`src/rtl/cpu_pkg.sv`:
```
// Shared definitions for the parametrised core: opcodes, FSM states and
// instruction-field bit positions.
package cpu_pkg;

   localparam logic [7:0] OP_LOADI = 8'h00;
   localparam logic [7:0] OP_MOV   = 8'h01;
   localparam logic [7:0] OP_ADD   = 8'h02;
   localparam logic [7:0] OP_SUB   = 8'h03;
   localparam logic [7:0] OP_AND   = 8'h04;
   localparam logic [7:0] OP_OR    = 8'h05;
   localparam logic [7:0] OP_J     = 8'h06;
   localparam logic [7:0] OP_BEQ   = 8'h07;
   localparam logic [7:0] OP_HALT  = 8'h08;

   typedef enum logic {
      ST_RUN  = 1'b0,
      ST_HALT = 1'b1
   } state_e;

   localparam int OPC_LSB = 24;
   localparam int OFF_LSB = 16;
   localparam int RD_LSB  = 16;
   localparam int RS1_LSB = 8;
   localparam int RS2_LSB = 0;
   localparam int IMM_LSB = 0;

endpackage

```
`src/rtl/reg_file_p.sv`:
```
// Register file: two combinational read ports, one synchronous write port,
// asynchronous active-low clear of every entry.
module reg_file_p #(
   parameter int DATA_W = 8,
   parameter int NREG   = 8
) (
   input  logic                     clk,
   input  logic                     rst_n,
   input  logic                     we_i,
   input  logic [$clog2(NREG)-1:0]  waddr_i,
   input  logic [DATA_W-1:0]        wdata_i,
   input  logic [$clog2(NREG)-1:0]  raddr1_i,
   input  logic [$clog2(NREG)-1:0]  raddr2_i,
   output logic [DATA_W-1:0]        rdata1_o,
   output logic [DATA_W-1:0]        rdata2_o
);

   logic [DATA_W-1:0] regs_q [NREG];

   // NOTE: the clear is part of the architectural reset, so the array is reset
   // like any other flop; that keeps it a flop array rather than a RAM macro.
   always_ff @(posedge clk or negedge rst_n) begin
      if (!rst_n) begin
         for (int i = 0; i < NREG; i++) regs_q[i] <= '0;
      end else if (we_i) begin
         // NOTE: non-blocking so a same-edge read sees the pre-edge value.
         regs_q[waddr_i] <= wdata_i;
      end
   end

   assign rdata1_o = regs_q[raddr1_i];
   assign rdata2_o = regs_q[raddr2_i];

endmodule

```
`src/rtl/cpu_core_p.sv`:
```
// Single-issue core: one instruction per accepted fetch, inline ALU,
// next-PC logic and RUN/HALT FSM around the reg_file_p register file.
module cpu_core_p
   import cpu_pkg::*;
#(
   parameter int DATA_W = 8,
   parameter int NREG   = 8,
   parameter int PC_W   = 32
) (
   input  logic            CLK,
   input  logic            RESET,
   input  logic [31:0]     INSTRUCTION,
   input  logic            INSTR_VALID,
   output logic [PC_W-1:0] PC,
   output logic            HALTED,
   output logic            ILLEGAL,
   output logic            ZERO
);

   localparam int AW = $clog2(NREG);

   state_e            state_q, state_d;
   logic [PC_W-1:0]   pc_q, pc_d;
   logic              zero_q, zero_d;
   logic              ill_q, ill_d;

   logic [7:0]        opcode;
   logic signed [7:0] off_s;
   logic signed [7:0] imm_s;
   logic [AW-1:0]     rd, rs1, rs2;
   logic [DATA_W-1:0] rs1_val, rs2_val, alu_res;
   logic              wr_en, accept;
   logic [PC_W-1:0]   pc_seq, pc_br;
   logic              instr_unused;

   assign opcode = INSTRUCTION[OPC_LSB +: 8];
   assign off_s  = INSTRUCTION[OFF_LSB +: 8];
   assign imm_s  = INSTRUCTION[IMM_LSB +: 8];
   assign rd     = INSTRUCTION[RD_LSB  +: AW];
   assign rs1    = INSTRUCTION[RS1_LSB +: AW];
   assign rs2    = INSTRUCTION[RS2_LSB +: AW];
   assign instr_unused = ^INSTRUCTION;

   assign accept = (state_q == ST_RUN) && INSTR_VALID;
   assign pc_seq = pc_q + PC_W'(4);
   // Signed cast widens the word offset before scaling to bytes.
   assign pc_br  = pc_seq + (PC_W'(off_s) << 2);

   reg_file_p #(.DATA_W(DATA_W), .NREG(NREG)) u_rf (
      .clk      (CLK),
      .rst_n    (RESET),
      .we_i     (wr_en),
      .waddr_i  (rd),
      .wdata_i  (alu_res),
      .raddr1_i (rs1),
      .raddr2_i (rs2),
      .rdata1_o (rs1_val),
      .rdata2_o (rs2_val)
   );

   // NOTE: every output of this block gets a default first, so no path infers a latch.
   always_comb begin
      state_d = state_q;
      pc_d    = pc_q;
      zero_d  = zero_q;
      ill_d   = 1'b0;
      wr_en   = 1'b0;
      alu_res = '0;
      if (accept) begin
         pc_d = pc_seq;
         case (opcode)
            OP_LOADI: begin alu_res = DATA_W'(imm_s);      wr_en = 1'b1; end
            OP_MOV:   begin alu_res = rs2_val;             wr_en = 1'b1; end
            OP_ADD:   begin alu_res = rs1_val + rs2_val;   wr_en = 1'b1; end
            OP_SUB:   begin alu_res = rs1_val - rs2_val;   wr_en = 1'b1; end
            OP_AND:   begin alu_res = rs1_val & rs2_val;   wr_en = 1'b1; end
            OP_OR:    begin alu_res = rs1_val | rs2_val;   wr_en = 1'b1; end
            OP_J:     pc_d = pc_br;
            OP_BEQ:   if (rs1_val == rs2_val) pc_d = pc_br;
            OP_HALT:  begin state_d = ST_HALT; pc_d = pc_q; end
            default:  ill_d = 1'b1;
         endcase
         if (wr_en) zero_d = (alu_res == '0);
      end
   end

   always_ff @(posedge CLK or negedge RESET) begin
      if (!RESET) begin
         state_q <= ST_RUN;
         pc_q    <= '0;
         zero_q  <= 1'b0;
         ill_q   <= 1'b0;
      end else begin
         state_q <= state_d;
         pc_q    <= pc_d;
         zero_q  <= zero_d;
         ill_q   <= ill_d;
      end
   end

   assign PC      = pc_q;
   assign HALTED  = (state_q == ST_HALT);
   assign ILLEGAL = ill_q;
   assign ZERO    = zero_q;

endmodule

```
`config.mk`:
```
export PLATFORM = sky130hd
export DESIGN_NAME = cpu_core_p
export DESIGN_NICKNAME = d
export VERILOG_FILES = /design/src/rtl/cpu_pkg.sv /design/src/rtl/reg_file_p.sv /design/src/rtl/cpu_core_p.sv
export SDC_FILE = /design/constraint.sdc
export NUM_CORES = 1
export LEC_CHECK = 0
export CELL_PAD_IN_SITES_DETAIL_PLACEMENT = 0
export CELL_PAD_IN_SITES_GLOBAL_PLACEMENT = 1
export CORE_MARGIN = 5
export CORE_UTILIZATION = 35
export CTS_CLUSTER_DIAMETER = 40
export DETAILED_ROUTE_END_ITERATION = 16
export GPL_ROUTABILITY_DRIVEN = 0
export PLACE_DENSITY = 0.66
export RECOVER_POWER = 100
export SLEW_MARGIN = 20
export SYNTH_ARGS = -nofsm -noshare
export SYNTH_HDL_FRONTEND = slang
export SYNTH_SLANG_ARGS = --single-unit
```
`constraint.sdc`:
```
create_clock -name CLK -period 4.75 [get_ports CLK]
set_input_delay 0.475 -clock CLK [delete_from_list [all_inputs] [get_ports CLK]]
set_output_delay 0.475 -clock CLK [all_outputs]
set_load 0.01 [all_outputs]
```
* Yosys cells after proc, flatten, opt, wreduce, memory -nomap -nowiden
Index checks and enable logic that the tools add are counted.
** Storage, ports and cells
- Flip-flop bits (word level) :: 99
- Bits of input ports :: 35
- Output and inout port bits :: 35
- Word-level logic and storage cells :: 64
** Operators by class
- $add $sub $neg :: 4
- Magnitude comparators :: 4
- Equal/unequal tests :: 9
- Mux-type cells :: 19
- Bitwise operators :: 7
- Reduce and logical (&&, ||, !) cells :: 9
** Operators with widths (count)
- $pmux W32 S3 :: 1
- $bwmux W64 :: 1
- $mux W8 :: 7
- $bmux W8 S3 :: 2
- $pmux W8 S6 :: 1
- $add A32 B3 Y32 const B :: 1
- $add A32 B32 Y32 :: 1
- $eq A8 B3 Y1 const B :: 4
- $mux W32 :: 1
- $demux W8 S3 :: 1
- $eq A8 B2 Y1 const B :: 2
- $logic_not A8 Y1 :: 2
- $ge A4 B4 Y1 const B :: 3
- $not A3 Y4 :: 3
- $reduce_or A9 Y1 :: 1
- $add A8 B8 Y8 :: 1
- $and A8 B8 Y8 :: 1
- $eq A8 B1 Y1 const B :: 1
- $eq A8 B4 Y1 const B :: 1
- $eq A8 B8 Y1 :: 1
- $or A8 B8 Y8 :: 1
- $sub A8 B8 Y8 :: 1
- $reduce_and A2 Y1 :: 3
- $reduce_or A6 Y1 :: 1
- other kinds (4) :: 10

* Logic depth before layout (Yosys ltp)
- Word-level depth :: 9
- Gate-level depth with buffers :: 19
- Mapped depth without buffers :: 18

* Hierarchy
Synthesis repeated with hierarchy kept, for this count alone.
** Unflattened totals
- Cells, all modules :: 839
- Area total of the unflattened synthesis :: 8451.9 µm²
** By module, submodules not included
- cpu_core_p :: times used 1, cells each 638, area each 4912.2 µm², seq. area each 825.8 µm²
- reg_file_p :: times used 1, cells each 201, area each 3539.6 µm², seq. area each 1601.5 µm²

* Least setup slack after synthesis
OpenSTA, ideal clock, no wires.
- Path type :: in2reg
- Start point :: input port INSTRUCTION[8]
- End point :: register u_rf.regs_q[38] (netlist bit)
- Library setup time :: 139 ps
- Data arrival time :: 4177 ps
- Required time :: 4611 ps
- Setup slack :: 434 ps
- Stages on the path :: 16
- Path buffers :: 2
- Cells stage by stage :: clkbuf_1 buf_1 mux4_2 mux2i_1 ha_1 inv_1 fa_1 nand2b_1 a21oi_1 or2_2 a31oi_1 o211ai_1 xnor2_1 a21oi_1 a21oi_1 o21ai_1
** Between the ends
- Cells in the longest elaborated chain, start to end :: 9
- Elaborated cells on any way between the ends :: 12
** RTL lines
- from (decl) :: RTL line cpu_core_p.sv:12 : input logic [31:0] INSTRUCTION,
- $not A3 Y4 (not written as such) * :: RTL line reg_file_p.sv:31 : assign rdata1_o = regs_q[raddr1_i];
- $bmux W8 S3 * :: RTL line reg_file_p.sv:31
- $mux W8 (not written as such) * (2 in series) :: RTL line reg_file_p.sv:31
- $sub A8 B8 Y8, or another cell as far along :: RTL line cpu_core_p.sv:75 : OP_SUB: begin alu_res = rs1_val - rs2_val; wr_en = 1'b1; end
- $pmux W8 S6 * :: RTL line cpu_core_p.sv:71 : case (opcode)
- $mux W8 * (2 in series) :: RTL line cpu_core_p.sv:69 : if (accept) begin
- $bwmux W64 * :: RTL line reg_file_p.sv:27 : regs_q[waddr_i] <= wdata_i;
- to (signal, indexed assignment) :: RTL line reg_file_p.sv:27
- to (decl) :: RTL line reg_file_p.sv:18 : logic [DATA_W-1:0] regs_q [NREG];
Every way passes the cells marked *; elsewhere a longest branch is shown, timed or not. The select of a mux whose other input is x is not followed.
A chain may end at the register's enable or synchronous reset.

* Worst setup path after layout
- Start point :: input port INSTRUCTION[0]
- End point :: register pc_q[29], in the netlist PC[29]
** Between the ends
- Cells in the longest elaborated chain, start to end :: 7
** RTL lines
- $not A3 Y4 (not written as such) :: RTL line reg_file_p.sv:32 : assign rdata2_o = regs_q[raddr2_i];
- $bmux W8 S3 :: RTL line reg_file_p.sv:32
- $mux W8 (not written as such) (2 in series) :: RTL line reg_file_p.sv:32
- $eq A8 B8 Y1 :: RTL line cpu_core_p.sv:79 : OP_BEQ: if (rs1_val == rs2_val) pc_d = pc_br;
- $mux W32 :: RTL line cpu_core_p.sv:79
- $pmux W32 S3 :: RTL line cpu_core_p.sv:71
- to (signal assigned) :: RTL line cpu_core_p.sv:95 : pc_q <= pc_d;
- to (decl) :: RTL line cpu_core_p.sv:23 : logic [PC_W-1:0] pc_q, pc_d;
No other way between the ends. The select of a mux whose other input is x is not followed.

==> summary.md <==
| Metric | Value |
|---|---|
| Crit path max fanout | 24 |
| Post-synth cell types | 80 |
| DRT iter0 DRCs | 449 |
| Area share of the largest cell type after synthesis | 29.6% |
| Grt total ovfl | 0 |
| RSZ-0062 raised after global routing | false |
| TritonCTS clock tree | built |
| Post-DP HPWL | 17.1 mm |
| Vias in the first global route | 6841 |
| Ys flop type | dfrtp_1 |
| Vias | 6895 |
| Commonest cells post-synth | 97 x dfrtp_1, 92 x nand2_1, 74 x a21oi_1, 73 x nor2_1, 58 x ha_1 |
| Yosys Warn Count | 0 |
| # Max-Cap Violations | 1 |
| Clk_lat worst skew | 370 ps |
| Io pins | 70 |
| Worst setup path endpoint | PC[29] |
| Worst R2R Setup Slack | 460 ps |
| Routed len/inst | 18.3 um |
| Largest net degree at the start of global routing | 52 |
| Power Density | 332 nW/um^2 |
| Gr usage total | 18.1% |
| Synth Register Bits | 97 |
| Synthesized cell area | 8200 sq um |
| Failing checks | max-capacitance violations, max-slew violations |
| Fmax | 231 MHz |
| Outcome | complete, but fails checks |
| WL final | 23.4 mm |
| Minimum clock period | 4340 ps |
| Setup violators final | 0 |
| Final slew viol count | 48 |
| Synthesized area per cell | 9.15 sq um |
| CP Launch Type | primary input |
| Clk buf depth | 2 |
| Capturing element type of the critical path | flip-flop |
| Buffer count from post-CTS setup fixing | 0 |
| CTS Root Cell | clkbuf_16 |
| N_diodes | 0 |
| TritonRoute pass-1 iters | 5 |
| Number of synthesized flops with an enable pin | 0 |
| Post-CTS sizing | 0 |
| Crit path from | INSTRUCTION[0] |
| Worst vdd ir | 0.218 mV |
| H-tree Lvls | 3 |
| Part of the cycle the worst path needs | 91.3% |
| Die Height | 163 um |
| Die ar. | 26600 sq um |
| CP Data Arrival Time | 4570 ps |
| Critical path class | in -> reg |
| Slew HR | -85.2% |
| Sequential-to-total area share from yosys stat | 29.6% |
| Worst Skew | 14.8 ps |
| Rows | 56 |
| Min-delay worst type | reg -> reg |
| P_leak | 4.20 nW |
| Initial antenna violation count | 0 |
| Post-CTS Hold Fix Bufs | 0 |
| DRC | 0 |
| Post-Synthesis Cells | 896 |
| DIE WIDTH | 163 um |
| Worst-Margin Slew | 2780 ps |
| Worst r2r path cells | 13 |
| Reg-to-Reg End | PC[31] |
| Post-route design area | 9490 sq um |
| CTS buffer count | 9 |
| Starting Density | 35.2% |
| Async SR Flop Fraction | 100% |
| Final nets | 1047 |
| First-pass GRT wire length | 38.4 mm |
| Area Overhead vs Synth | 15.8% |
| Most frequent cell after synthesis | dfrtp_1 |
| Setup TNS | 0 ps |
| Post-route ant nets | 0 |
| PortBufs | 62 |
| WP data required | 4990 ps |
| CTS sink cnt | 97 |
| Cell taking the most area after synthesis | dfrtp_1 |
| Share of cells above drive strength 1 | 12.3% |
| Hold Fails Final Rpt | 0 |
| Top post-synthesis cells by area | dfrtp_1 30%, ha_1 8.9%, mux4_2 8.5% |
| Worst-path clk slew | 80 ps |
| Dpl cell area | 9250 sq um |
| Mean number of vias per cell | 5.41 |
| Total core area | 23300 sq um |
| R2R Path Start | PC[21] |
==> final cells by class <==
type                       instances  area, sq um
fill                            2361        13800
multi-input combinational        714         5370
sequential                        97         2430
timing repair buffer              95          855
tap                              319          399
clock buffer                       9          225
inverter                          34          128
clock inverter                     7         93.8
==> routing by layer <==
metal,GRT usage (%),wire length (um),part of all wire [%]
met4,4.54,323,1.4
met2,28.6,10900,47
met3,2.57,740,3.2
met1,26.4,11400,49
met5,0,0,0
==> state kept, by name, indices dropped and copies added (netlist names) <==
register / flops
u_rf.regs_q: 64
ILLEGAL: 1
ZERO: 1
PC: 30
HALTED: 1
==> worst min-delay path by stage <==
stage | from | depth (start not counted) | end | slack (ps)
finish | PC[31] | 1 | PC[31] | 510
global route | u_rf.regs_q[49] | 2 | u_rf.regs_q[49] | 530
CTS | RESET | 1 | u_rf.regs_q[25] | 160
detailed placement | u_rf.regs_q[49] | 2 | u_rf.regs_q[49] | 490
global placement | PC[31] | 1 | PC[31] | 480
floorplan | RESET | 0 | HALTED | 180
==> cells in the final DEF (no fill, tap or decap), types with 6 or more instances in the layout <==
master and instances:
a21o_1 15, a21oi_1 74, a22oi_1 9, a31oi_1 9
and2_1 6, and3_1 7, buf_4 26, clkbuf_16 9
clkdlybuf4s50_1 25, dfrtp_1 97, dlygate4sd3_1 36, ha_1 58
inv_1 34, mux2_2 24, mux2i_1 19, mux4_2 31
nand2_1 92, nand2b_1 7, nand3_1 32, nand4_1 11
nor2_1 73, nor3_1 13, o2111ai_1 7, o21a_1 6
o21ai_0 66, o21bai_1 6, o22ai_1 8, xnor2_1 37
xor2_1 18
==> metrics by stage <==
stage / cells / total power, mW / utilization (%) / hold slack, ps / setup WS (ps)
after CTS: 1275 / 3.22 / 41.1 / 159 / 429
after detailed placement: 1259 / 2.39 / 39.8 / 493 / 253
after floorplan: 897 / 1.93 / - / 179 / 434
after global routing: 1275 / 3.38 / 40.8 / 525 / 118
after global placement: 1259 / 2.39 / 39.8 / 477 / 284
final: 1275 / 3.15 / 40.8 / 507 / 414
==> critical path, stage by stage <==
cell,delay [ps]
dlygate4sd3_1,610
buf_4,260
mux4_2,520
mux2i_1,400
ha_1,370
nor4_1,270
nand2_1,140
a2111oi_2,640
buf_4,390
nor2_1,150
a22oi_1,220
o21ai_0,110
==> logic make-up (layout without fill, tap and decap cells) <==
logic type | after synthesis | count (layout) | synth area share [%]
adders and majority gates | 61 | 61 | 9.59
AOI/OAI and AO/OA | 238 | 238 | 18.8
buffers and inverters | 86 | 145 | 4.40
muxes | 80 | 80 | 15.2
and+or+nand+nor | 278 | 278 | 16.5
xor gates and xnor gates | 55 | 55 | 5.88
DFF | 97 | 97 | 29.6
other | 1 | 2 | 0.0458
==> power breakdown <==
part	switching, mW	internal (mW)
combinational	0.709	0.590
clock	0.383	0.425
sequential	0.133	0.909
No activity file was read; power rests on OpenSTA's default activity.
